**src/rtl/cordic_pkg.sv**
```systemverilog
// Shared fixed-point format, CORDIC constants and FSM encoding for the
// rotation-mode CORDIC engine.
package cordic_pkg;

    localparam int SYM_WIDTH = 1;
    localparam int INT_WIDTH = 1;
    localparam int DEC_WIDTH = 14;
    localparam int FIXED_W   = SYM_WIDTH + INT_WIDTH + DEC_WIDTH;
    localparam int CNT_W     = 4;

    localparam logic signed [FIXED_W-1:0] K_GAIN      = 16'sd9949;
    localparam logic signed [FIXED_W-1:0] PI_HALF     = 16'sd25736;
    localparam logic signed [FIXED_W-1:0] NEG_PI_HALF = -16'sd25736;

    typedef enum logic [1:0] {
        IDLE = 2'd0,
        ITER = 2'd1,
        DONE = 2'd2
    } state_t;

    // atan(2^-i) scaled by 2^DEC_WIDTH
    function automatic logic signed [FIXED_W-1:0] atan_lut(input logic [CNT_W-1:0] i);
        case (i)
            4'd0:    atan_lut = 16'sd12868;
            4'd1:    atan_lut = 16'sd7596;
            4'd2:    atan_lut = 16'sd4014;
            4'd3:    atan_lut = 16'sd2037;
            4'd4:    atan_lut = 16'sd1023;
            4'd5:    atan_lut = 16'sd512;
            4'd6:    atan_lut = 16'sd256;
            4'd7:    atan_lut = 16'sd128;
            4'd8:    atan_lut = 16'sd64;
            4'd9:    atan_lut = 16'sd32;
            4'd10:   atan_lut = 16'sd16;
            4'd11:   atan_lut = 16'sd8;
            4'd12:   atan_lut = 16'sd4;
            4'd13:   atan_lut = 16'sd2;
            default: atan_lut = 16'sd0;
        endcase
    endfunction

endpackage

```
**src/rtl/cordic_rotate_seq_if.sv**
```systemverilog
// Angle-in / cos-sin-out handshake bundle of the sequential CORDIC rotator.
interface cordic_rotate_seq_if;

    logic                                  in_valid;
    logic                                  in_ready;
    logic signed [cordic_pkg::FIXED_W-1:0] in_angle;
    logic                                  out_valid;
    logic                                  out_ready;
    logic signed [cordic_pkg::FIXED_W-1:0] out_cos;
    logic signed [cordic_pkg::FIXED_W-1:0] out_sin;
    logic                                  out_err;

    modport master (
        output in_valid, in_angle, out_ready,
        input  in_ready, out_valid, out_cos, out_sin, out_err
    );

    modport slave (
        input  in_valid, in_angle, out_ready,
        output in_ready, out_valid, out_cos, out_sin, out_err
    );

endinterface

```
**src/rtl/cordic_rot_step.sv**
```systemverilog
// One combinational circular micro-rotation; direction follows the sign of z
// so that the residual angle is driven toward zero.
module cordic_rot_step
    import cordic_pkg::*;
(
    input  logic signed [FIXED_W-1:0] x,
    input  logic signed [FIXED_W-1:0] y,
    input  logic signed [FIXED_W-1:0] z,
    input  logic        [CNT_W-1:0]   i,
    input  logic signed [FIXED_W-1:0] atan_i,
    output logic signed [FIXED_W-1:0] x_next,
    output logic signed [FIXED_W-1:0] y_next,
    output logic signed [FIXED_W-1:0] z_next
);

    logic                      neg_s;
    logic signed [FIXED_W-1:0] x_sh_s;
    logic signed [FIXED_W-1:0] y_sh_s;

    assign neg_s  = z[FIXED_W-1];
    assign x_sh_s = x >>> i;
    assign y_sh_s = y >>> i;

    assign x_next = neg_s ? (x + y_sh_s) : (x - y_sh_s);
    assign y_next = neg_s ? (y - x_sh_s) : (y + x_sh_s);
    assign z_next = neg_s ? (z + atan_i) : (z - atan_i);

endmodule

```
**src/rtl/cordic_rotate_seq.sv**
```systemverilog
// Iterative rotation-mode CORDIC: accepts an angle, runs ITERS micro-rotations
// through one shared step, and holds cos/sin until the consumer takes them.
module cordic_rotate_seq
    import cordic_pkg::*;
#(
    parameter int ITERS = 14
) (
    input  logic               clk,
    input  logic               rst_n,
    cordic_rotate_seq_if.slave bus
);

    localparam logic [CNT_W-1:0] LAST_CNT = CNT_W'(ITERS - 1);

    state_t                    state_r;
    logic        [CNT_W-1:0]   cnt_r;
    logic signed [FIXED_W-1:0] x_r;
    logic signed [FIXED_W-1:0] y_r;
    logic signed [FIXED_W-1:0] z_r;
    logic signed [FIXED_W-1:0] cos_r;
    logic signed [FIXED_W-1:0] sin_r;
    logic                      err_r;

    logic signed [FIXED_W-1:0] clamp_s;
    logic                      clamp_err_s;
    logic signed [FIXED_W-1:0] x_next_s;
    logic signed [FIXED_W-1:0] y_next_s;
    logic signed [FIXED_W-1:0] z_next_s;

    // Limit the incoming angle to the convergence range of circular CORDIC.
    always_comb begin
        clamp_s     = bus.in_angle;
        clamp_err_s = 1'b0;
        if (bus.in_angle > PI_HALF) begin
            clamp_s     = PI_HALF;
            clamp_err_s = 1'b1;
        end else if (bus.in_angle < NEG_PI_HALF) begin
            clamp_s     = NEG_PI_HALF;
            clamp_err_s = 1'b1;
        end else begin
            clamp_s     = bus.in_angle;
            clamp_err_s = 1'b0;
        end
    end

    cordic_rot_step u_step (
        .x      (x_r),
        .y      (y_r),
        .z      (z_r),
        .i      (cnt_r),
        .atan_i (atan_lut(cnt_r)),
        .x_next (x_next_s),
        .y_next (y_next_s),
        .z_next (z_next_s)
    );

    // Control FSM, iteration counter and datapath/result registers.
    always_ff @(posedge clk) begin
        if (!rst_n) begin
            state_r <= IDLE;
            cnt_r   <= {CNT_W{1'b0}};
            x_r     <= 16'sd0;
            y_r     <= 16'sd0;
            z_r     <= 16'sd0;
            cos_r   <= 16'sd0;
            sin_r   <= 16'sd0;
            err_r   <= 1'b0;
        end else begin
            case (state_r)
                IDLE: begin
                    if (bus.in_valid) begin
                        x_r     <= K_GAIN;
                        y_r     <= 16'sd0;
                        z_r     <= clamp_s;
                        err_r   <= clamp_err_s;
                        cnt_r   <= {CNT_W{1'b0}};
                        state_r <= ITER;
                    end
                end
                ITER: begin
                    x_r   <= x_next_s;
                    y_r   <= y_next_s;
                    z_r   <= z_next_s;
                    cnt_r <= cnt_r + 4'd1;
                    // Results are captured from the final step so DONE presents them immediately.
                    if (cnt_r == LAST_CNT) begin
                        cos_r   <= x_next_s;
                        sin_r   <= y_next_s;
                        state_r <= DONE;
                    end
                end
                DONE: begin
                    if (bus.out_ready) begin
                        state_r <= IDLE;
                    end
                end
                default: state_r <= IDLE;
            endcase
        end
    end

    assign bus.in_ready  = (state_r == IDLE);
    assign bus.out_valid = (state_r == DONE);
    assign bus.out_cos   = cos_r;
    assign bus.out_sin   = sin_r;
    assign bus.out_err   = err_r;

endmodule

```
**src/flat_wrapper.sv**
```systemverilog
// flat-port wrapper written by rule: the top's interface ports become plain ports
module cordic_rotate_seq_flat import cordic_pkg::*;
#(
    parameter int ITERS = 14
)
  (clk, rst_n, bus_in_valid, bus_in_angle, bus_out_ready, bus_in_ready, bus_out_valid, bus_out_cos, bus_out_sin, bus_out_err);
  cordic_rotate_seq_if bus_i ();
  input  logic clk;
  input  logic rst_n;
  input wire logic [$bits(bus_i.in_valid)-1:0] bus_in_valid;
  input wire logic [$bits(bus_i.in_angle)-1:0] bus_in_angle;
  input wire logic [$bits(bus_i.out_ready)-1:0] bus_out_ready;
  output wire logic [$bits(bus_i.in_ready)-1:0] bus_in_ready;
  output wire logic [$bits(bus_i.out_valid)-1:0] bus_out_valid;
  output wire logic [$bits(bus_i.out_cos)-1:0] bus_out_cos;
  output wire logic [$bits(bus_i.out_sin)-1:0] bus_out_sin;
  output wire logic [$bits(bus_i.out_err)-1:0] bus_out_err;
  assign bus_i.in_valid = bus_in_valid;
  assign bus_i.in_angle = bus_in_angle;
  assign bus_i.out_ready = bus_out_ready;
  assign bus_in_ready = bus_i.in_ready;
  assign bus_out_valid = bus_i.out_valid;
  assign bus_out_cos = bus_i.out_cos;
  assign bus_out_sin = bus_i.out_sin;
  assign bus_out_err = bus_i.out_err;
  cordic_rotate_seq #(.ITERS(ITERS)) u_core (.clk(clk), .rst_n(rst_n), .bus(bus_i));
endmodule
```
**config.mk**
```make
export PLATFORM = sky130hd
export DESIGN_NAME = cordic_rotate_seq_flat
export DESIGN_NICKNAME = d
export VERILOG_FILES = /design/src/rtl/cordic_pkg.sv /design/src/rtl/cordic_rotate_seq_if.sv /design/src/rtl/cordic_rot_step.sv /design/src/rtl/cordic_rotate_seq.sv /design/src/flat_wrapper.sv
export SDC_FILE = /design/constraint.sdc
export NUM_CORES = 1
export LEC_CHECK = 0
export CELL_PAD_IN_SITES_DETAIL_PLACEMENT = 1
export CELL_PAD_IN_SITES_GLOBAL_PLACEMENT = 2
export CORE_MARGIN = 4
export CORE_UTILIZATION = 40
export DETAILED_ROUTE_END_ITERATION = 10
export GPL_ROUTABILITY_DRIVEN = 0
export GPL_TIMING_DRIVEN = 0
export PLACE_DENSITY = 0.92
export REMOVE_ABC_BUFFERS = 1
export SKIP_CTS_REPAIR_TIMING = 1
export SLEW_MARGIN = 20
export SYNTH_ARGS = -nofsm -noshare
export SYNTH_HDL_FRONTEND = slang
export SYNTH_HIERARCHICAL = 1
export SYNTH_SLANG_ARGS = --single-unit
```
**constraint.sdc**
```tcl
create_clock -name clk -period 10.79 [get_ports clk]
set_clock_uncertainty 0.2 [all_clocks]
set_input_delay 2.158 -clock clk [delete_from_list [all_inputs] [get_ports clk]]
set_output_delay 2.158 -clock clk [all_outputs]
set_load 0.1 [all_outputs]
```
---- Word level (Yosys, flattened, before mapping) ----
Memories as Yosys holds them, arrays and structs flattened. A register that Yosys moved wholly into a read port is not among the register bits.
Index checks and enable logic that the tools add are counted.
W data, S select, Z words.
word-level totals
  flip-flop bits (word level) ............. 87
  latch bits .............................. 0
  memory bits (writable) .................. 0
  bits in read-only memories .............. 224
  input bits .............................. 20
  memories kept ........................... 1
memory list
  memory           words  width  rd ports  clocked after memory_dff  wr ports  RTL line          source
  (no name shown)  16     14     1         1                         0         cordic_pkg.sv:23  case (i)
cells by class
  add/sub/neg operators ................... 7
  multiply operators ...................... 0
  divide/modulo/power cells ............... 0
  $lt $le $gt $ge ......................... 2
  eq/ne operators ......................... 6
  shift operators ......................... 2
  multiplexer cells ....................... 21
  bitwise gates (word level) .............. 0
  reduce and logical (&&, ||, !) cells .... 6
operators by type and width
  cell                    count
  $mux W16                8
  $pmux W16 S2            3
  $add A16 B16 Y16        3
  $sub A16 B16 Y16        3
  $sshr A16 B4 Y16        2
  $gt A16 B16 Y1 const B  1
  $lt A16 B16 Y1 const B  1
  $mux W4                 3
  $pmux W4 S2             1
  $mux W2                 3
  $pmux W2 S3             1
  $reduce_and A2 Y1       3
  $add A4 B1 Y4 const B   1
  $eq A4 B4 Y1 const B    1
  $ne A2 B2 Y1 const B    2
  $reduce_and A3 Y1       1
  $eq A2 B1 Y1 const B    1
  $eq A2 B2 Y1 const B    1
  $logic_not A2 Y1        1
  $mux W1                 2
  $ne A2 B1 Y1 const B    1
  $reduce_bool A2 Y1      1

---- Depth between registers and ports, before layout ----
Gate-level depths: netlist of run 1.
  word-level depth ........................ 5
  gate-level depth with buffers ........... 22
  gate-level depth less buffers ........... 18

---- By module ----
The synthesis of run 1 kept the hierarchy.
by module, submodules not included
  module             times used  cells each  area each (um2)
  cordic_rot_step    1           554         4,388.0
  cordic_rotate_seq  1           445         4,103.9

---- Worst setup path before layout of run 1 ----
Ideal clock, no wire load.
  kind .................................... reg-to-reg
  from .................................... register u_core.cnt_r[0]
  to ...................................... register u_core.y_r[15]
  arrival ................................. 4.846 ns
  required time ........................... 10.472 ns
  slack ................................... 5.626 ns
  cell stages (with the launch flop) ...... 18
  path buffers ............................ 1
  cell sequence ........................... dfxtp_1 > buf_6 > mux4_2 > mux4_2 > or4b_4 > and4bb_1 > nor2_1 > xor2_1 > ha_1 > and3_1 > o211a_1 > a2111oi_0 > o2bb2ai_1 > o21a_1 > o21ai_0 > xnor2_1 > a22oi_1 > nor2b_1
between the ends
  longest elaborated chain between the ends .. 4
  elaborated cells on any way between the ends .. 5
ends and longest elaborated chain
  what                                                         RTL line                 source
  start, declared                                              cordic_rotate_seq.sv:16  logic [CNT_W-1:0] cnt_r;
  start signal, assigned                                       cordic_rotate_seq.sv:61  cnt_r <= {CNT_W{1'b0}};
  start signal, assigned                                       cordic_rotate_seq.sv:76  cnt_r <= {CNT_W{1'b0}};
  start signal, assigned                                       cordic_rotate_seq.sv:84  cnt_r <= cnt_r + 4'd1;
  $sshr A16 B4 Y16 (*)                                         cordic_rot_step.sv:21    assign x_sh_s = x >>> i;
  $add A16 B16 Y16 / $sub A16 B16 Y16 (equally long branches)  cordic_rot_step.sv:25    assign y_next = neg_s ? (y - x_sh_s) : (y + x_sh_s);
  $mux W16 (*)                                                 cordic_rot_step.sv:25
  net u_core.y_next_s[15]                                      cordic_rotate_seq.sv:27  logic signed [FIXED_W-1:0] y_next_s;
  $pmux W16 S2 (*)                                             cordic_rotate_seq.sv:69  case (state_r)
  end signal, assigned                                         cordic_rotate_seq.sv:82  y_r <= y_next_s;
  end, declared                                                cordic_rotate_seq.sv:18  logic signed [FIXED_W-1:0] y_r;
Mark *: on every way through the listed nets, which the timed path passes. The rest lies on a longest branch.
A chain may end at the register's enable or synchronous reset.

---- Worst setup path after layout of run 1 ----
  from .................................... register u_core.cnt_r[0]
  to ...................................... register u_core.sin_r[15], in the netlist u_core/bus.out_sin[15]
between the ends
  longest elaborated chain between the ends .. 3
  elaborated cells on any way between the ends .. 6
ends and longest elaborated chain
  what                                                         RTL line                 source
  $sshr A16 B4 Y16 (*)                                         cordic_rot_step.sv:21
  $add A16 B16 Y16 / $sub A16 B16 Y16 (equally long branches)  cordic_rot_step.sv:25
  $mux W16 (*)                                                 cordic_rot_step.sv:25
  net u_core.y_next_s[15]                                      cordic_rotate_seq.sv:27
  end signal, assigned                                         cordic_rotate_seq.sv:88  sin_r <= y_next_s;
  end, declared                                                cordic_rotate_seq.sv:21  logic signed [FIXED_W-1:0] sin_r;
Marked as above.

==> results of run 1 <==
[cells by family after synthesis]
family	after synthesis	share of synthesized area (%)
other cells	1	0.04416
compound gates	300	24.33
mux	46	10.39
fa+ha+maj	62	9.400
flops	101	23.81
simple gates	311	18.45
buf+inv	96	5.127
xor+xnor	82	8.457
[tightest hold or removal path: stages (launching register included)]
cell      delay [ns]
dfxtp_1         0.31
nand2_1         0.04
a21boi_0        0.06
[final cells by class]
type	instances	share of cell area, %
sequential	101	21.09
clock buffer	12	2.665
multi-input combinational	804	63.16
timing repair buffer	61	7.593
clock inverter	4	0.3121
inverter	41	1.599
tap	275	3.576
[power by group]
group          switching (uW)  internal, uW
clock                     155           171
sequential               90.0           422
combinational             759           614
total                    1000          1210
[stage by stage]
stage | area, um^2 | total power [uW]
after CTS | 9617 | 2221
after global routing | 9623 | 2393
after floorplan | 8218 | 1565
after global placement | 9102 | 1824
final | 9623 | 2211
after detailed placement | 9330 | 1878
[routing by layer]
metal / track usage [%] / vias to the layer above
li1: - / 3686
met1: 26.47 / 3809
met2: 37.73 / 147
met3: 2.533 / 34
met4: 5.845 / 0
met5: 0 / -
[worst max-delay path by stage]
stage                     slack, ns                                   to                    startpoint  cells after the start
after floorplan                4.80          u_core/y_r[15]$_SDFFE_PN0N_  u_core/cnt_r[0]$_SDFFE_PN0N_                     17
after global placement         3.41                                 flop                  bus_in_valid                      8
after detailed placement       4.36          u_core/y_r[15]$_SDFFE_PN0N_  u_core/cnt_r[3]$_SDFFE_PN0N_                     17
after CTS                      4.27          u_core/y_r[15]$_SDFFE_PN0N_  u_core/cnt_r[3]$_SDFFE_PN0N_                     17
after global routing           3.92  u_core/bus.out_sin[15]$_SDFFE_PN0P_  u_core/cnt_r[0]$_SDFFE_PN0N_                     18
final                          4.42  u_core/bus.out_sin[15]$_SDFFE_PN0P_  u_core/cnt_r[0]$_SDFFE_PN0N_                     18
[layout by cell type (no fill, tap or decap), types with 19 or more instances in the layout]
cell / synthesis / routed
ha_1: 59 / 59
nor2b_1: 35 / 34
a21oi_1: 68 / 68
mux4_2: 19 / 19
xor2_1: 33 / 33
dfxtp_1: 101 / 95
xnor2_1: 49 / 49
clkdlybuf4s50_1: 0 / 53
o21ai_0: 47 / 47
inv_1: 39 / 39
a21boi_0: 32 / 32
nand2_1: 111 / 111
a31oi_1: 21 / 21
a22oi_1: 24 / 24
nor2_1: 64 / 61
==> flow_metrics.tcl, run 1 <==
set metrics [dict create \
    vias_per_cell 5.914 \
    root_buffer "clkbuf_16" \
    die-area_um2 23630 \
    nFillCells 2494 \
    place_ws_ns 4.359 \
    grt_util_all_layers_pct 20.98 \
    slew_violations 0 \
    cp_slowest_cell "dfxtp_2" \
    utilization_pct 45.92 \
    status "finished clean" \
    vdd_ir_drop_max_mv 0.08782 \
    synth.most_common_cell "nand2_1" \
    min_path_cells 2 \
    core_um2 20960 \
    antenna_found_initial 0 \
    cp_num_buf_inv 1 \
    initial_core_util_pct 40.52 \
    drcViolationCount 0 \
    io_pins 55 \
    setup_slack_ns 4.416 \
    placementRows 53 \
    min_period_ns 6.374 \
    grt_max_degree 76 \
    htreeDepth 3 \
    synth_cell_type_count 84 \
    vias 7676 \
    yosysSeqAreaShare_pct 23.81 \
    crit_top_cell "o211a_1" \
    r2r_slack_ns 4.42 \
    fin_tns_setup_ns 0 \
    timing_hold_violations_final 0 \
    multiInputGateArea_um2 6078 \
    antenna_left 0 \
    startpoint_type "flop" \
    ys_warn_count 6 \
    cts_sinks 101 \
    path_class "reg -> reg" \
    m1WireLength_um 11060 \
    synth_flop_cell "dfxtp_1" \
    max_freq_ghz 0.1569 \
    io_buffers 54 \
    seqCellArea_um2 2029 \
    wl_met3_um 740 \
    netlist_area_um2 8492 \
    finalCritPeriodShare_pct 59.07 \
    synth_area_leader_cell "dfxtp_1" \
    p_leak_uw 0.003751 \
    synthToLayoutAreaGrowth_pct 13.32 \
    hp-class "reg -> reg" \
    rsz0062_at_grt "no" \
    end_kind "flop" \
    synthArstFlopShare_pct 0 \
    cp.required_ns 10.88 \
    hpwl_um 18550 \
    powerDensity_nw_per_um2 229.7 \
    yosys-top-cells-count "nand2_1 (111), dfxtp_1 (101), a21oi_1 (68)" \
    grt_pass1_vias 7843 \
    grt_first_pass_wirelength_um 41180 \
    clk_latency_ns 0.36 \
    die_h_um 153.7 \
    numCtsBuffers 9 \
    cts_tree "built" \
    synthCells 999 \
    tightest_slew_ns 0.9770 \
    grt_overflow_total 0 \
    post_drt_wl_per_cell_um 19.21 \
    arrival_ns 6.46 \
    num_antenna_cells 0 \
    cap_violations 0 \
    slowest_delay_ns 0.75 \
    whs_ns 0.2620 \
    min_to "u_core/bus.out_sin[9]$_SDFFE_PN0P_" \
    synth_top_area_share_pct 23.81 \
    r2r_cells 18 \
    dr.pass1.iters 5 \
    synthTopCellsByArea "dfxtp_1 (24%), ha_1 (8.7%), xnor2_1 (5.1%)" \
    die_x_um 153.7 \
    ys_ff_latch 101 \
    r2r-end "u_core/bus.out_sin[15]$_SDFFE_PN0P_" \
    fin_cells 1298 \
    clk_pin_slew_ns 0.07 \
    top_layer "met4" \
    post-place-cells 1282 \
    synth_area_per_cell_um2 8.500 \
    initialDrtViolationCount 617 \
    routed_wl_um 24940 \
    crit_family "compound AO/OA/AOI/OAI gates" \
    reg2reg_from "u_core/cnt_r[0]$_SDFFE_PN0N_" \
    synth_edf_count 0 \
    holdCritStartpoint "u_core/bus.out_sin[9]$_SDFFE_PN0P_" \
    setup_viol 0 \
    cts.path.max_buffers 2 \
    wl_met2_um 12680 \
    drive_above_1_share_pct 9.286 \
    critical_path.cell_chain "buf_16 -> mux4_1 -> o211a_1 -> a221oi_1 -> or4b_4 -> nor3b_1 -> nor2_1 -> xor2_1 -> ha_1 -> and3_1 -> o211a_1 -> a2111oi_0 -> o2bb2ai_1 -> o21a_1 -> o21ai_0 -> xnor2_1 -> nand2_1 -> a21boi_0" \
    fin_nets 1100 \
    path_max_fanout 22 \
    slew-limit-headroom_pct 34.66 \
]
Power figures use the tool's default switching activity.
==> inputs of run 2 (changes only) <==
- CORE_UTILIZATION: 40 -> 37
- PLACE_DENSITY: 0.92 -> 0.87
- clock period: 10.79 -> 6.2 ns (I/O delays scaled with it)
==> run 2 against run 1 <==
Via count fell by 0.95%. Clock power increased by 69%. Register-to-register slack lost 4.0 ns. Design area barely moved. Sequential share of layout area about the same.
==> flow_metrics.tcl, run 2 (same netlist as run 1, synthesis figures left out) <==
set metrics [dict create \
    placementRows 55 \
    r2r_slack_ns 0.42 \
    arrival_ns 5.82 \
    path_class "reg -> reg" \
    grt_first_pass_wirelength_um 41150 \
    die_h_um 159.5 \
    cts_sinks 101 \
    rsz0062_at_grt "no" \
    drive_above_1_share_pct 9.491 \
    timing_hold_violations_final 0 \
    finalCritPeriodShare_pct 93.22 \
    clk_pin_slew_ns 0.07 \
    startpoint "u_core/cnt_r[0]$_SDFFE_PN0N_" \
    hpwl_um 18480 \
    p_clk_share_pct 14.4 \
    p_int_uw 2088 \
    seq_power_share_pct 23.2 \
    dr.pass1.iters 5 \
    fin_nets 1100 \
    core_um2 22640 \
    holdCritStartpoint "u_core/bus.out_cos[15]$_SDFFE_PN0P_" \
    p_total_uw 3835 \
    io_buffers 54 \
    cts.path.max_buffers 2 \
    grt_max_degree 52 \
    num_antenna_cells 0 \
    final_common_cell "nand2_1" \
    numCtsBuffers 9 \
    multiInputGateArea_um2 6096 \
    powerDensity_nw_per_um2 398.2 \
    cts_tree "built" \
    nFillCells 2648 \
    post_drt_wl_per_cell_um 19.13 \
    p_leak_uw 0.003740 \
    antenna_found_initial 0 \
    routed_wl_um 25000 \
    vdd_ir_drop_max_mv 0.1690 \
    initialDrtViolationCount 340 \
    cap_violations 0 \
    vias_per_cell 5.817 \
    die-area_um2 25440 \
    layout_common_cells "nand2_1 (111), dfxtp_1 (96), a21oi_1 (68), nor2_1 (61), ha_1 (59)" \
    seqCellArea_um2 2031 \
    utilization_pct 42.54 \
    slew-limit-headroom_pct 23.57 \
    htreeDepth 3 \
    pwr-share-comb_pct 62.5 \
    startpoint_type "flop" \
    root_buffer "clkbuf_16" \
    place_ws_ns -0.3342 \
    grt_pass1_vias 7890 \
    reg2reg_from "u_core/cnt_r[0]$_SDFFE_PN0N_" \
    cp.required_ns 6.25 \
    tightest_slew_ns 1.145 \
    drcViolationCount 0 \
    path_max_fanout 22 \
    grt_util_all_layers_pct 19.32 \
    status "finished clean" \
    slew_violations 0 \
    max_freq_ghz 0.1730 \
    synthToLayoutAreaGrowth_pct 13.42 \
    io_pins 55 \
    end_kind "flop" \
    vias 7603 \
    switching_share_pct 45.55 \
    setup_slack_ns 0.4202 \
    switchingPower_uw 1747 \
    min_period_ns 5.780 \
    initial_core_util_pct 37.51 \
    antenna_left 0 \
    setup_viol 0 \
    clk_latency_ns 0.36 \
    die_x_um 159.5 \
    grt_overflow_total 0 \
    hp-class "reg -> reg" \
]
==> run 2: changes by cell type in the layout (fill, tap and decap cells not counted), moves of 2 or more <==
cell,delta
clkinvlp_4,+2
dfxtp_2,-2
buf_16,-2
buf_12,+2
==> run 2: layer usage <==
metal	wire (um)	GRT usage, %	vias to the layer above	part of all wire, %
li1	-	-	3687	-
met5	0	0	-	0
met2	12670	34.89	142	51
met3	708	2.407	25	2.8
met1	11270	24.51	3749	45
met4	349	4.536	0	1.4
==> run 2: area by class of cell <==
cell class,instances,share of cell area (%)
inverters,41,1.637
clock inverters,4,0.3377
repair buffers,61,7.430
clock buffers,11,2.520
well taps,285,3.702
flip-flops and latches,101,21.08
multi-input cells,804,63.29
==> run 2: critical path, cell delays in order (launching register included) <==
cell	delay, ns
dfxtp_4	0.57
buf_16	0.21
mux4_1	0.70
a211o_1	0.37
o32a_1	0.31
or4b_4	0.53
and4bb_1	0.36
nor2_1	0.07
xor2_1	0.18
ha_1	0.39
and3_1	0.22
o211a_1	0.12
a2111oi_2	0.43
o2bb2ai_1	0.23
o21a_1	0.22
o21ai_0	0.13
xnor2_1	0.16
a22oi_1	0.18
nor2b_1	0.07
==> run 2: stage by stage <==
step / instances / setup TNS [ns] / hold WS, ns / instance area (um^2)
final: 1307 / 0 / 0.2595 / 9632
after global routing: 1307 / 0 / 0.2898 / 9632
after CTS: 1307 / -1.613 / 0.2657 / 9603
after detailed placement: 1292 / -1.091 / 0.2560 / 9328
after global placement: 1285 / -7.358 / 0.2531 / 9115
after floorplan: 946 / 0 / 0.3111 / 8218
==> run 2: power by group through the flow <==
stage	clock network (uW)	registers, uW	logic (uW)
after global routing	601	903	2650
final	551	888	2400
after global placement	0	896	2290
after detailed placement	0	898	2360
after floorplan	0	844	1880
after CTS	576	885	2380
==> run 2: final timing paths <==
kind,end,cells past startpoint
min reg2reg,u_core/bus.out_cos[15]$_SDFFE_PN0P_,2
max,u_core/y_r[15]$_SDFFE_PN0N_,18
max reg2reg,u_core/y_r[15]$_SDFFE_PN0N_,18
min,u_core/bus.out_cos[15]$_SDFFE_PN0P_,2
==> inputs of run 3 (changes only) <==
- CORE_MARGIN: 4 -> default
==> run 3 against run 2 <==
Non-clock buffer count is 2 higher. Critical path depth is the same. Core utilization is 0.30 points higher. Combinational power barely moved. Critical path type unchanged.
==> flow_metrics.tcl, run 3 (same netlist as run 1, synthesis figures left out) <==
set metrics [dict create \
    placementRows 55 \
    cts_tree "built" \
    cp.required_ns 6.29 \
    setup_viol 0 \
    die_x_um 153.5 \
    nFillCells 2711 \
    grt_pass1_vias 7683 \
    path_max_fanout 19 \
    vdd_ir_drop_max_mv 0.1560 \
    root_buffer "clkbuf_16" \
    drcViolationCount 0 \
    cts.path.max_buffers 2 \
    path_class "reg -> reg" \
    antenna_found_initial 0 \
    clk_pin_slew_ns 0.08 \
    grt_overflow_total 0 \
    rsz0062_at_grt "no" \
    clk_latency_ns 0.36 \
    io_pins 55 \
    status "finished clean" \
    min_period_ns 5.759 \
    die_h_um 153.5 \
    max_freq_ghz 0.1737 \
    final_common_cell "nand2_1" \
    fin_nets 1102 \
    end_kind "flop" \
    cts_sinks 101 \
    timing_hold_violations_final 0 \
    dr.pass1.iters 5 \
    tightest_slew_ns 1.130 \
    grt_max_degree 58 \
    drive_above_1_share_pct 9.756 \
    placed_area_um2 9335 \
    num_antenna_cells 0 \
    arrival_ns 5.84 \
    startpoint_type "flop" \
    numCtsBuffers 9 \
    cap_violations 0 \
    synthToLayoutAreaGrowth_pct 13.88 \
    antenna_left 0 \
    p_leak_uw 0.003767 \
    initialDrtViolationCount 469 \
    vias_per_cell 5.825 \
    grt_first_pass_wirelength_um 40510 \
    grt_util_all_layers_pct 21.35 \
    slew-limit-headroom_pct 24.55 \
    htreeDepth 3 \
    critical_path.cell_chain "buf_16 -> mux4_1 -> a211o_1 -> o32a_1 -> or4b_4 -> nor3b_1 -> nor2_1 -> xor2_1 -> ha_1 -> and3_1 -> o211a_1 -> a2111oi_2 -> o2bb2ai_1 -> o21a_1 -> o21ai_0 -> xnor2_1 -> nand2_1 -> a21boi_0" \
    core_um2 22570 \
    stdcell_area_um2 9671 \
    finalCritPeriodShare_pct 92.88 \
    powerDensity_nw_per_um2 396.7 \
    io_buffers 54 \
    fin_tns_setup_ns 0 \
    hpwl_um 18300 \
    vias 7631 \
    initial_core_util_pct 37.62 \
    cp_num_buf_inv 1 \
    slew_violations 0 \
    post_drt_wl_per_cell_um 18.67 \
    hp-class "reg -> reg" \
    crit_family "compound AO/OA/AOI/OAI gates" \
    die-area_um2 23560 \
    cp_slowest_cell "mux4_1" \
    slowest_delay_ns 0.69 \
    routed_wl_um 24460 \
    layout_common_cells "nand2_1 (111), dfxtp_1 (97), a21oi_1 (68), nor2_1 (61), ha_1 (59)" \
]
run 3: cell count changes in the layout (fill, tap and decap cells not counted):
cell	delta
clkbuf_1	-1
clkinv_2	+1
clkbuf_8	+1
buf_4	+2
inv_6	+1
clkinvlp_4	-1
nor3b_1	+1
a221oi_2	+1
a221oi_1	-1
buf_12	-1
nor3b_2	-1
buf_16	+1
dfxtp_1	+1
dfxtp_2	-1
run 3: area by class of cell:
class | count | area (um^2) | area share (%)
multi-input combinational | 804 | 6097 | 63.05
sequential | 101 | 2029 | 20.99
timing repair buffer | 63 | 738.2 | 7.634
tap | 285 | 356.6 | 3.687
clock buffer | 11 | 252.7 | 2.614
inverter | 41 | 157.7 | 1.630
clock inverter | 5 | 38.79 | 0.4011
run 3: final timing paths:
path | startpoint | to | slack [ns] | depth (start not counted)
max | u_core/cnt_r[0]$_SDFFE_PN0N_ | u_core/bus.out_sin[15]$_SDFFE_PN0P_ | 0.44 | 18
min | u_core/bus.out_sin[14]$_SDFFE_PN0P_ | u_core/bus.out_sin[14]$_SDFFE_PN0P_ | 0.26 | 2
max reg2reg | u_core/cnt_r[0]$_SDFFE_PN0N_ | u_core/bus.out_sin[15]$_SDFFE_PN0P_ | 0.44 | 18
min reg2reg | u_core/bus.out_sin[14]$_SDFFE_PN0P_ | u_core/bus.out_sin[14]$_SDFFE_PN0P_ | 0.26 | 2
run 3: report_power, final:
| part | switching, uW | internal, uW |
|---|---|---|
| combinational | 1300 | 1070 |
| clock | 275 | 299 |
| sequential | 154 | 734 |
| total | 1730 | 2100 |
run 3: metal layers:
metal	global-route usage, %	wire (um)	vias to the layer above
li1	-	-	3692
met1	27.23	11050	3816
met2	38.27	12520	102
met3	2.452	587	21
met4	5.000	304	0
met5	0	0	-
run 3: worst min-delay path, stage by stage, from the launching register on:
cell	delay (ns)
dfxtp_1	0.31
nand2_1	0.04
a21boi_0	0.06
run 3: per-stage QoR:
| stage | util [%] | instances | hold slack, ns | worst slack [ns] | power [uW] |
|---|---|---|---|---|---|
| 2_1_floorplan | - | 946 | 0.3111 | 0.2108 | 2724 |
| 3_3_place_gp | 40.38 | 1285 | 0.2539 | -0.8671 | 3187 |
| 3_5_place_dp | 41.36 | 1292 | 0.2566 | -0.2890 | 3265 |
| 4_1_cts | 42.65 | 1308 | 0.2669 | -0.3534 | 3861 |
| 5_1_grt | 42.84 | 1310 | 0.2877 | 0.1104 | 4170 |
| 6_report | 42.84 | 1310 | 0.2611 | 0.4415 | 3836 |
==> RTL edit 1: new RTL, flow settings as in run 3 <==
Reset style: asynchronous (`rst_n`), changed in one clocked block.
--- a/src/rtl/cordic_rotate_seq.sv
+++ b/src/rtl/cordic_rotate_seq.sv
@@ -55,7 +55,7 @@
     );
 
     // Control FSM, iteration counter and datapath/result registers.
-    always_ff @(posedge clk) begin
+    always_ff @(posedge clk or negedge rst_n) begin
         if (!rst_n) begin
             state_r <= IDLE;
             cnt_r   <= {CNT_W{1'b0}};
Check against the original RTL: differs if rst_n is asserted again (counterexample within 4 cycles, from zero or initial values and one cycle with rst_n low); with rst_n held inactive, the same outputs for 10 cycles.
==> RTL edit 1 against run 3 <==
  * Area after synthesis fell by 3.9%
  * Routed wire length fell by 7.3%
  * Sequential cell count fell by 14
  * Critical endpoint is now u_core/bus.out_sin[15]
  * Setup slack got worse by 0.30 ns
  * Global-route usage fell by 0.31 points
  * Critical path depth fell by 2
  * Design area fell by 2.8%
  * Cell count fell by 9.5%
Power is not shown: default switching activity piles up to over one toggle a cycle in this logic, so the estimate is an artifact.
==> RTL edit 1: results (changes against run 3) <==
** Setup path
- The delay of the slowest cell on the worst path came to 0.66 ns (-0.03 ns).
- The number of cell instances on the worst register-to-register path was 16 (-2).
- On the critical path, the stage with the largest delay is an instance of dfrtp_2.
- The critical path starts at u_core/cnt_r[1].
- The arrival time of the worst setup path was 6.10 ns (+0.26 ns).
- The register-to-register setup slack is 0.14 ns (-0.30 ns).
- The largest fanout on the critical path was 27 (+8).
- Reg-to-reg endpoint :: u_core/bus.out_sin[15]

** Placement
- The half-perimeter wire length after detailed placement was 16900 um (-7.6%).
- Area post-placement :: 9030 um2 (-3.2%)
- The pre-CTS setup slack came to -0.0191 ns (+0.270 ns).
- Total instance count after detailed placement :: 1168 (-9.6%)

** Synth
- Ranked by total cell area, the synthesized netlist is headed by dfrtp_1, ha_1, xnor2_1, mux4_2, mux2_2.
- Cells after synthesis :: 873 (-13%)
- The share of synthesized flip-flops with an asynchronous set or reset came to 1.00 (+1.00).
- Unique masters post-synth :: 79 (-6.0%)
- Synth Warn # :: 6 (unchanged)
- List of most frequent post-synthesis cells :: dfrtp_1, nand2_1, nor2_1, ha_1, xnor2_1
- Sequential area share after synthesis :: 0.267 (+0.0286)

** Global routing
- Global router's overall resource usage :: 0.210 (-0.00306)
- Number of global-route vias before repair :: 7138 (-7.1%)
- Number of antenna violations at the first check in global routing :: 0 (unchanged)
- Wire length of the first global-routing pass :: 37400 um (-7.6%)
- Maximum number of pins on one net before global-route repair :: 54 (-6.9%)

** Route
- The final wirelength was 22700 um (-7.3%).
- Initial drt markers :: 392 (-16%)
- The ratio of routed vias to standard cells was 5.90 (+1.2%).
- The detail-routed net length per standard cell came to 19.1 um (+2.4%).

** Cells and area
- The count of fill cells added during filler insertion is 2439 (-10%).
- The ratio of cells with drive above 1 in the final layout was 0.121 (+0.0233).
- Number of nets in the final layout :: 987 (-10%)

** CTS
- The H-tree depth reported by CTS was 3 (unchanged).
- CTS clk-pin slew, worst paths :: 0.06 ns (-0.02 ns)

** STA
- The relative slew slack is 0.260 (+0.0143).
- The worst slack on hold paths came to 0.296 ns (+0.0350 ns).

** Run status
- Outcome :: complete, no violations
## RTL edit 1: cell count changes after synthesis, moves of 22 or more
cell,before,now
a22o_1,1,24
a21boi_0,32,0
a21oi_1,68,46
dfrtp_1,0,87
nand2_1,111,70
dfxtp_1,101,0
mux2_2,7,37
## RTL edit 1: final cells by class
type | instances | area, um2 | share of cell area
clock buffers | 11 | 233 | 0.0248
clock inverters | 4 | 95.1 | 0.0101
inverters | 41 | 158 | 0.0168
multi-input cells | 704 | 5630 | 0.599
flip-flops and latches | 87 | 2190 | 0.233
well taps | 275 | 344 | 0.0366
repair buffers | 63 | 749 | 0.0798
## RTL edit 1: logic make-up after synthesis
| group | after synthesis | synth area share |
|---|---|---|
| other | 1 | 0.000459 |
| AOI/OAI and AO/OA | 235 | 0.200 |
| DFF | 87 | 0.267 |
| adders and majority gates | 61 | 0.0963 |
| and+or+nand+nor | 243 | 0.147 |
| buffers and inverters | 84 | 0.0487 |
| xor gates and xnor gates | 85 | 0.0912 |
| muxes | 77 | 0.149 |
## RTL edit 1: worst min path at each step
stage / start / to / cells after the start
after floorplan: u_core/z_r[11] / u_core/z_r[11] / 2
after global placement: u_core/bus.out_cos[14] / u_core/bus.out_cos[14] / 1
after detailed placement: u_core/bus.out_cos[14] / u_core/bus.out_cos[14] / 1
after CTS: u_core/bus.out_cos[14] / u_core/bus.out_cos[14] / 1
after global routing: u_core/bus.out_sin[13] / u_core/bus.out_sin[13] / 1
final: u_core/bus.out_cos[14] / u_core/bus.out_cos[14] / 1
## RTL edit 1: layer usage
layer,part of all wire,track usage,up-vias
met3,0.035,0.0270,27
met1,0.44,0.264,3485
met5,0,0,-
li1,-,-,3323
met2,0.51,0.372,153
met4,0.019,0.0667,0
==> RTL edit 2: new RTL, flow settings as in run 3 <==
Made on the original files. `ITERS` is set to 14 in 2 places; all go to 7.
--- a/src/rtl/cordic_rotate_seq.sv
+++ b/src/rtl/cordic_rotate_seq.sv
@@ -3,7 +3,7 @@
 module cordic_rotate_seq
     import cordic_pkg::*;
 #(
-    parameter int ITERS = 14
+    parameter int ITERS = 7
 ) (
     input  logic               clk,
     input  logic               rst_n,
--- a/src/flat_wrapper.sv
+++ b/src/flat_wrapper.sv
@@ -1,7 +1,7 @@
 // flat-port wrapper written by rule: the top's interface ports become plain ports
 module cordic_rotate_seq_flat import cordic_pkg::*;
 #(
-    parameter int ITERS = 14
+    parameter int ITERS = 7
 )
   (clk, rst_n, bus_in_valid, bus_in_angle, bus_out_ready, bus_in_ready, bus_out_valid, bus_out_cos, bus_out_sin, bus_out_err);
   cordic_rotate_seq_if bus_i ();
Behaviour: not the same (a bounded check fails within 10 cycles, from zero or initial values and one cycle with rst_n low).
==> RTL edit 2 against run 3 <==
  * Area after synthesis shrank 0.37%
  * Design area is 1.0% lower
  * Maximum frequency shrank 0.82%
  * Combinational power up 5%
  * Total power rose by 3.5%
  * Setup slack got worse by 0.047 ns
  * Critical path type unchanged
  * Synthesized cell count increased by 1.0%
  * Sequential cell count unchanged
  * Routed wire length decreased by 0.65%
==> RTL edit 2: results (changes against run 3) <==
** Global routing
- GRT met1 Usage :: 0.307 (+0.0347)
- The met2 demand-to-capacity share in global routing is 0.333 (-0.0494).
- The global-route usage over all layers is 0.211 (-0.00236).
- Maximum number of pins on one net before global-route repair :: 64 (+10%)
- Number of global-route vias before repair :: 7533 (-2.0%)

** Setup path
- Depth of the most critical reg-to-reg path :: 17 (-1)
- The largest fanout on the critical path was 16 (-3).
- Reg-to-reg endpoint :: u_core/y_r[15]
- Delay contributed by the slowest stage of the critical path :: 0.75 ns (+0.06 ns)
- Worst Setup EP :: u_core/y_r[15]

** Route
- Met1 routed wirelength after detailed routing :: 12400 um (+12%)
- The DRC marker count from the first detailed-route iteration came to 489 (+4.3%).
- Final WL :: 24300 um (-0.65%)
- The routed length on met2 is 11000 um (-12%).
- The detailed-routed wire length on met3 is 724 um (+23%).

** Power and ir drop
- The sequential cell power is 0.000905 W (+2%).
- Net Switching :: 0.00184 W (+6.0%)
- The reported leakage power was 3.80 nW (+0.95%).
- The highest ir drop seen on vdd is 187 uV (+20%).
- Post-layout power :: 0.00397 W (+3.5%)

** Synth
- Counting instances in the post-synthesis netlist gives the leading cell types as nand2_1, dfxtp_1, a21oi_1, nor2_1, ha_1.
- Sorting the synthesized cells by area gives the leading types as dfxtp_1, ha_1, a21oi_1, xnor2_1, mux4_2.

** Cells and area
- The count of fill cells added during filler insertion was 2624 (-3.2%).
- Number of nets in the final layout :: 1108 (+0.54%)

** Run status
- The flow ran to the end, and the final reports show no timing, DRC or antenna violations.

** STA
- The pin slew with the least headroom to its limit came to 1.07 ns (-0.0575 ns).
- Worst hold slack after final layout :: 0.253 ns (-0.00819 ns)

** Min path
- Endpoint with the worst hold slack :: u_core/bus.out_cos[14]
- Hold path start :: u_core/bus.out_cos[14]
## RTL edit 2: cell type report
class	instances	share of cell area
clock buffers	11	0.0243
well taps	280	0.0366
repair buffers	63	0.0758
inverters	44	0.0179
multi-input cells	807	0.629
flip-flops and latches	101	0.212
clock inverters	5	0.00431
## RTL edit 2: through the flow
step	setup TNS (ns)	worst slack (ns)	instance area, um2	cells
3_3_place_gp	-5.56	-0.808	9060	1286
2_1_floorplan	0	0.273	8170	952
4_1_cts	-0.166	-0.0952	9550	1311
5_1_grt	0	0.0652	9570	1311
6_report	0	0.394	9570	1311
3_5_place_dp	-0.0683	-0.0507	9280	1295
## RTL edit 2: cells by family after synthesis
family	count (synthesis)	synth area share
AO/OA/AOI/OAI	310	0.253
AND/OR/NAND/NOR	307	0.175
buffers and inverters	103	0.0546
flip-flops	101	0.239
XOR/XNOR	82	0.0849
adder cells (fa/ha/maj)	62	0.0944
multiplexers	43	0.0991
other	1	0.000443
